**src/rtl/ntt_butterfly_pipe.sv**
```systemverilog
// Fixed-latency modular Cooley-Tukey butterfly over a serial hi/lo operand stream.
// Define NTT_BFLY_CHECK_EN to build the sticky range/protocol error flag on err.

module ntt_butterfly_pipe #(
  parameter int unsigned DATA_W  = 16,
  parameter int unsigned MOD     = 12289,
  parameter int unsigned LATENCY = 11
) (
  input  logic              clk,
  input  logic              rst,
  input  logic              in_valid,
  input  logic [DATA_W-1:0] in_data,
  input  logic [DATA_W-1:0] tw_in,
  output logic              out_valid,
  output logic [DATA_W-1:0] out_data,
  output logic              pair_hi,
  output logic              err
);

  localparam int unsigned W   = DATA_W;
  localparam int unsigned PW  = 2 * DATA_W;
  localparam int unsigned M_W = PW - $clog2(MOD) + 1;
  localparam int unsigned QW  = PW + M_W;
  localparam int unsigned DLY = LATENCY - 8;
  localparam longint unsigned BM_FULL = (64'd1 << PW) / 64'(MOD);
  localparam logic [M_W-1:0] BARRETT_M = M_W'(BM_FULL);
  localparam logic [W-1:0]   MOD_W     = W'(MOD);
  localparam logic [PW-1:0]  MOD_P     = PW'(MOD);

  // Control: phase and the (valid, is_hi) shift register
  logic                 r_phase_lo;
  logic [LATENCY-2:0]   r_vld;
  logic [LATENCY-2:0]   r_ishi;
  logic                 w_broken;

  // Datapath registers (no reset needed)
  logic [W-1:0]   r_hi, r_tw;
  logic [W-1:0]   r_lo1, r_lo2, r_lo3, r_lo4;
  logic [PW-1:0]  r_prod, r_x;
  logic [M_W-1:0] r_q;
  logic [W-1:0]   r_r, r_t;
  logic [W-1:0]   r_sum;
  logic [W:0]     r_dif;
  logic [W-1:0]   r_hip, r_lop;
  logic [W-1:0]   r_lo_hold;

  logic [QW-1:0]  w_qm;
  logic [PW-1:0]  w_qmod;
  logic [W-1:0]   w_hip_d, w_lop_d;

  // A hi word not followed immediately by its lo word abandons the pair
  assign w_broken = r_phase_lo & ~in_valid;

  assign w_qm   = QW'(r_prod) * QW'(BARRETT_M);
  assign w_qmod = PW'(r_q) * MOD_P;

  always_ff @(posedge clk or posedge rst) begin
    if (rst) begin
      r_phase_lo <= 1'b0;
      r_vld      <= '0;
      r_ishi     <= '0;
      out_valid  <= 1'b0;
      pair_hi    <= 1'b0;
      out_data   <= '0;
    end else begin
      r_phase_lo <= in_valid & ~r_phase_lo;
      r_vld      <= {r_vld[LATENCY-3:1], r_vld[0] & ~w_broken, in_valid};
      r_ishi     <= {r_ishi[LATENCY-3:0], ~r_phase_lo};
      out_valid  <= r_vld[LATENCY-2];
      pair_hi    <= r_vld[LATENCY-2] & r_ishi[LATENCY-2];
      if (r_vld[LATENCY-2]) begin
        out_data <= r_ishi[LATENCY-2] ? w_hip_d : r_lo_hold;
      end
    end
  end

  // Free-running arithmetic: each stage holds a given pair for exactly the cycle it is needed.
  // Barrett with k = 2*DATA_W leaves the remainder in [0, 2*MOD) for any product, so one
  // conditional subtract is exact.
  always_ff @(posedge clk) begin
    if (in_valid && !r_phase_lo) begin
      r_hi <= in_data;
      r_tw <= tw_in;
    end
    r_lo1  <= in_data;
    r_prod <= PW'(r_hi) * PW'(r_tw);
    r_lo2  <= r_lo1;
    r_x    <= r_prod;
    r_q    <= M_W'(w_qm >> PW);
    r_lo3  <= r_lo2;
    r_r    <= W'(r_x - w_qmod);
    r_lo4  <= r_lo3;
    r_t    <= (r_r >= MOD_W) ? (r_r - MOD_W) : r_r;
    r_sum  <= r_lo4 + r_t;
    r_dif  <= {1'b0, r_lo4} - {1'b0, r_t};
    r_lop  <= (r_sum >= MOD_W) ? (r_sum - MOD_W) : r_sum;
    r_hip  <= r_dif[W] ? W'(r_dif + {1'b0, MOD_W}) : r_dif[W-1:0];
    r_lo_hold <= w_lop_d;
  end

  // Pad the result pair out to the configured latency
  generate
    if (DLY == 0) begin : g_nodly
      assign w_hip_d = r_hip;
      assign w_lop_d = r_lop;
    end else begin : g_dly
      logic [2*W-1:0] r_pair [DLY];
      always_ff @(posedge clk) begin
        r_pair[0] <= {r_hip, r_lop};
        for (int i = 1; i < int'(DLY); i++) begin
          r_pair[i] <= r_pair[i-1];
        end
      end
      assign {w_hip_d, w_lop_d} = r_pair[DLY-1];
    end
  endgenerate

`ifdef NTT_BFLY_CHECK_EN
  logic r_err;
  logic w_bad_in;

  assign w_bad_in = in_valid & ((in_data >= MOD_W) | (~r_phase_lo & (tw_in >= MOD_W)));

  always_ff @(posedge clk or posedge rst) begin
    if (rst) begin
      r_err <= 1'b0;
    end else if (w_bad_in || w_broken) begin
      r_err <= 1'b1;
    end
  end

  assign err = r_err;
`else
  assign err = 1'b0;
`endif

endmodule

```
**config.mk**
```make
export PLATFORM = sky130hd
export DESIGN_NAME = ntt_butterfly_pipe
export DESIGN_NICKNAME = d
export VERILOG_FILES = /design/src/rtl/ntt_butterfly_pipe.sv
export SDC_FILE = /design/constraint.sdc
export NUM_CORES = 2
export LEC_CHECK = 0
export BUFFER_PORTS_ARGS = -buffer_cell sky130_fd_sc_hd__clkbuf_2
export CAP_MARGIN = 20
export CORE_MARGIN = 2
export CORE_UTILIZATION = 45
export CTS_BUF_LIST = sky130_fd_sc_hd__clkbuf_8
export DETAILED_ROUTE_END_ITERATION = 12
export PLACE_DENSITY = 0.66
export SYNTH_ARGS = -nofsm -noshare
export SYNTH_HDL_FRONTEND = slang
export SYNTH_SLANG_ARGS = --single-unit
```
**constraint.sdc**
```tcl
create_clock -name clk -period 8.5 [get_ports clk]
set_clock_uncertainty 0.2 [all_clocks]
set_input_delay 0 -clock clk [delete_from_list [all_inputs] [get_ports clk]]
set_output_delay 0 -clock clk [all_outputs]
set_load 0.005 [all_outputs]
```
==> metrics.yaml <==
sta:
  final.setup.worst_slack_ps: 1760
  hold_violations: 0
  slew_headroom_pct: 30.1
  fmax_ghz: 0.148
  setup_violations: 0
  final_max_slew_viol_count: 0
  rsz0062_at_grt: "false"
  tightestPinTransition_ps: 1050
  tns_ps: 0
  whs_ps: 115
  fin_crit_sh_pct: 79.3
  fin_crit_ps: 6740
logic_synthesis:
  synth_cell_types: 66
  synthTopCellsByArea: "fa_1 26%, dfxtp_1 23%, ha_1 17%, inv_1 8.5%, dfrtp_1 3.3%"
  ys_seq_area_share_pct: 29.1
  synth_area_mm2: 0.0297
  netlist_instances: 2822
  synth_top_area_share_pct: 26.5
  synth_ff_type: "dfxtp_1"
  async_reset_ff_share_pct: 9.58
  yosysTopAreaCell: "fa_1"
  ys_warn_count: 0
  syn-mean-instance-area_um2: 10.5
  synth_nets: 3653
  synth_edf_count: 32
  ys_seq_elements: 407
routing:
  wl_per_cell_um: 15.7
  highest_layer: "met4"
  dr_wl_met2_um: 30200
  routed_wirelength_um: 61100
  wl_met1_um: 25800
  drcViolationCount: 0
  drtAntennaViolNets: 0
  viasPerCell: 4.85
  drtIter0Drc: 854
  dr.pass1.iters: 6
  vias: 18849
  dr_wl_met3_um: 2540
status:
  outcome: "completed"
finish:
  fillerInstances: 5866
  largest_register_ffs: 96
  final_common_cell: "inv_1"
  drive_above_1_share_pct: 6.09
  stdcell_count: 3887
  area_delta_synth_final_pct: 11.4
  final_cell_mix: "692 x inv_1, 403 x ha_1, 393 x fa_1"
  top_register: "g_dly.r_pair"
  reg.largest.list: "g_dly.r_pair (96), r_prod (32), r_dif (17)"
  fin_nets: 3798
worst_hold_path:
  hold_path_class: "flop to flop"
critical_path:
  r2r.worst_path.cells: 20
  required_ps: 8860
  reg2reg_slack_ps: 1760
  critPathMaxStageDelay_ps: 790
  path_depth: 20
  crit_chain: "nand2_1, fa_1, fa_1, inv_1, fa_1, fa_1, fa_1, inv_1, fa_1, inv_1, ha_1, a21o_1, a21oi_1, nor2_1, a21oi_1, o31ai_1, a21oi_1, a211oi_1, o41ai_1, xnor2_1"
  crit_arrival_ps: 7110
  r2r_end: "r_prod[23]$_DFF_P_"
  cp_slowest_cell: "edfxtp_1"
  crit_type: "flop to flop"
  end_kind: "flop"
  crit_fanout: 16
  critical_path_buf_inv_count: 3
  start_kind: "flop"
  critical_path.endpoint: "r_prod[23]$_DFF_P_"
  critPathLaunch: "r_hi[11]$_DFFE_PP_"
  worstReg2RegStart: "r_hi[11]$_DFFE_PP_"
  critPathMostFrequentCell: "fa_1"
  critical-path-top-delay-family: "adder cells"
placed_design:
  place_congestion: 0.910
  post-place-cells: 3694
  io_buffers: 52
  dp_slack_ps: 1840
  hpwlAfterDp_um: 49500
global_route:
  grt_pass1_wl_um: 103000
  grt_usage_pct: 19.0
  grt_max_degree: 40
  grt_pass1_vias: 20540
  antenna_found_initial: 1
  grt-ovfl-total: 0
flow_run:
  max_cap_viol_count: 0
die:
  io_pins: 54
  fp.dieH_um: 261
  die_area_mm2: 0.0682
  start_util_pct: 45.3
  die_w_um: 261
  core_area_mm2: 0.0656
  rows: 94
cts:
  cts_buffers: 67
  h-tree-depth: 3
  cts_root_buffer: "clkbuf_8"
  clk_latency_ps: 670
  clock_path_buffers: 3
  cts.clk_slew.worst_paths_ps: 60
  cts.sinks: 407
  cts_tree: "yes"
-- worst reg2reg max path, delay by kind of cell (launching register included) --
family	cells	cell delay, ps
simple gates	2	270
buf+inv	3	150
xor+xnor	1	170
fa+ha+maj	7	3460
compound gates	7	1570
flops	1	790
-- metrics by stage --
stage	utilization (%)	cell area [um2]
5_1_grt	50.5	33100
6_report	50.5	33100
2_1_floorplan	-	29700
3_5_place_dp	47.1	30900
4_1_cts	50.5	33100
3_3_place_gp	47.1	30900
-- cell type report --
class	instances	area, um2	area share (%)
inverter	675	2530	7.65
tap	864	1080	3.26
clock inverter	38	339	1.02
sequential	407	8660	26.1
antenna	1	2.50	0.00755
multi-input combinational	1694	18400	55.5
clock buffer	86	1180	3.57
timing repair buffer	122	956	2.88
-- cell usage after synthesis (3+ instances only) --
| library cell | number |
|---|---|
| or3_1 | 6 |
| o21a_1 | 13 |
| dfrtp_1 | 39 |
| a31oi_1 | 9 |
| a21o_1 | 28 |
| a41o_1 | 4 |
| a22oi_1 | 3 |
| a21oi_1 | 81 |
| ha_1 | 403 |
| nor2b_1 | 13 |
| or2_2 | 4 |
| clkbuf_1 | 43 |
| nor2_1 | 77 |
| o2111ai_1 | 5 |
| nand2b_1 | 8 |
| and3_1 | 12 |
| nor3_1 | 29 |
| nand3_1 | 14 |
| xnor2_1 | 88 |
| xor2_1 | 49 |
| and2_1 | 122 |
| mux2i_1 | 17 |
| o21ai_1 | 6 |
| nand4_1 | 8 |
| a211oi_1 | 12 |
| o211ai_1 | 6 |
| fa_1 | 393 |
| o21ai_0 | 22 |
| a211o_1 | 5 |
| o21bai_1 | 10 |
| edfxtp_1 | 32 |
| nand2_1 | 191 |
| dfxtp_1 | 336 |
| inv_1 | 675 |
| o41ai_1 | 7 |
| nor4_1 | 4 |
| nand3b_1 | 3 |
-- kinds of logic (layout without fill, tap and decap cells) --
group,Yosys count,in the layout,share of synthesized area (%)
simple gates,508,508,8.46
fa+ha+maj,796,796,43.4
mux,18,18,0.610
other cells,1,2,0.0126
xor+xnor,137,137,4.03
buf+inv,721,921,9.11
compound gates,234,234,5.23
flops,407,407,29.1
-- routing by layer --
metal,track usage (%),up-vias
li1,-,9009
met1,23.6,9315
met2,32.7,398
met3,3.06,127
met4,8.22,0
met5,0,-
-- how the worst min path moves through the flow --
stage                                      startpoint                           to  slack, ps  depth (start not counted)
after global routing      g_dly.r_pair[0][25]$_DFF_P_  g_dly.r_pair[0][57]$_DFF_P_        120                          0
after global placement                            rst      out_data[6]$_DFFE_PP0P_       -100                          3
final                     g_dly.r_pair[0][32]$_DFF_P_  g_dly.r_pair[0][64]$_DFF_P_        120                          0
after detailed placement                  in_data[13]            r_lo1[13]$_DFF_P_        -80                          1
after floorplan                            in_data[0]             r_lo1[0]$_DFF_P_       -170                          0
after CTS                 g_dly.r_pair[0][25]$_DFF_P_  g_dly.r_pair[0][57]$_DFF_P_        110                          0
-- timing repair --
| item | in CTS | in global routing |
|---|---|---|
| hold buffers | 68 | 0 |
| resized for setup | 0 | 0 |
| endpoints found under the hold margin | 122 | 0 |
| setup buffers | 0 | 0 |
Power is left out: the tool's default activity adds up to more than one toggle a clock period on the data nets, which glitch-free logic cannot reach.
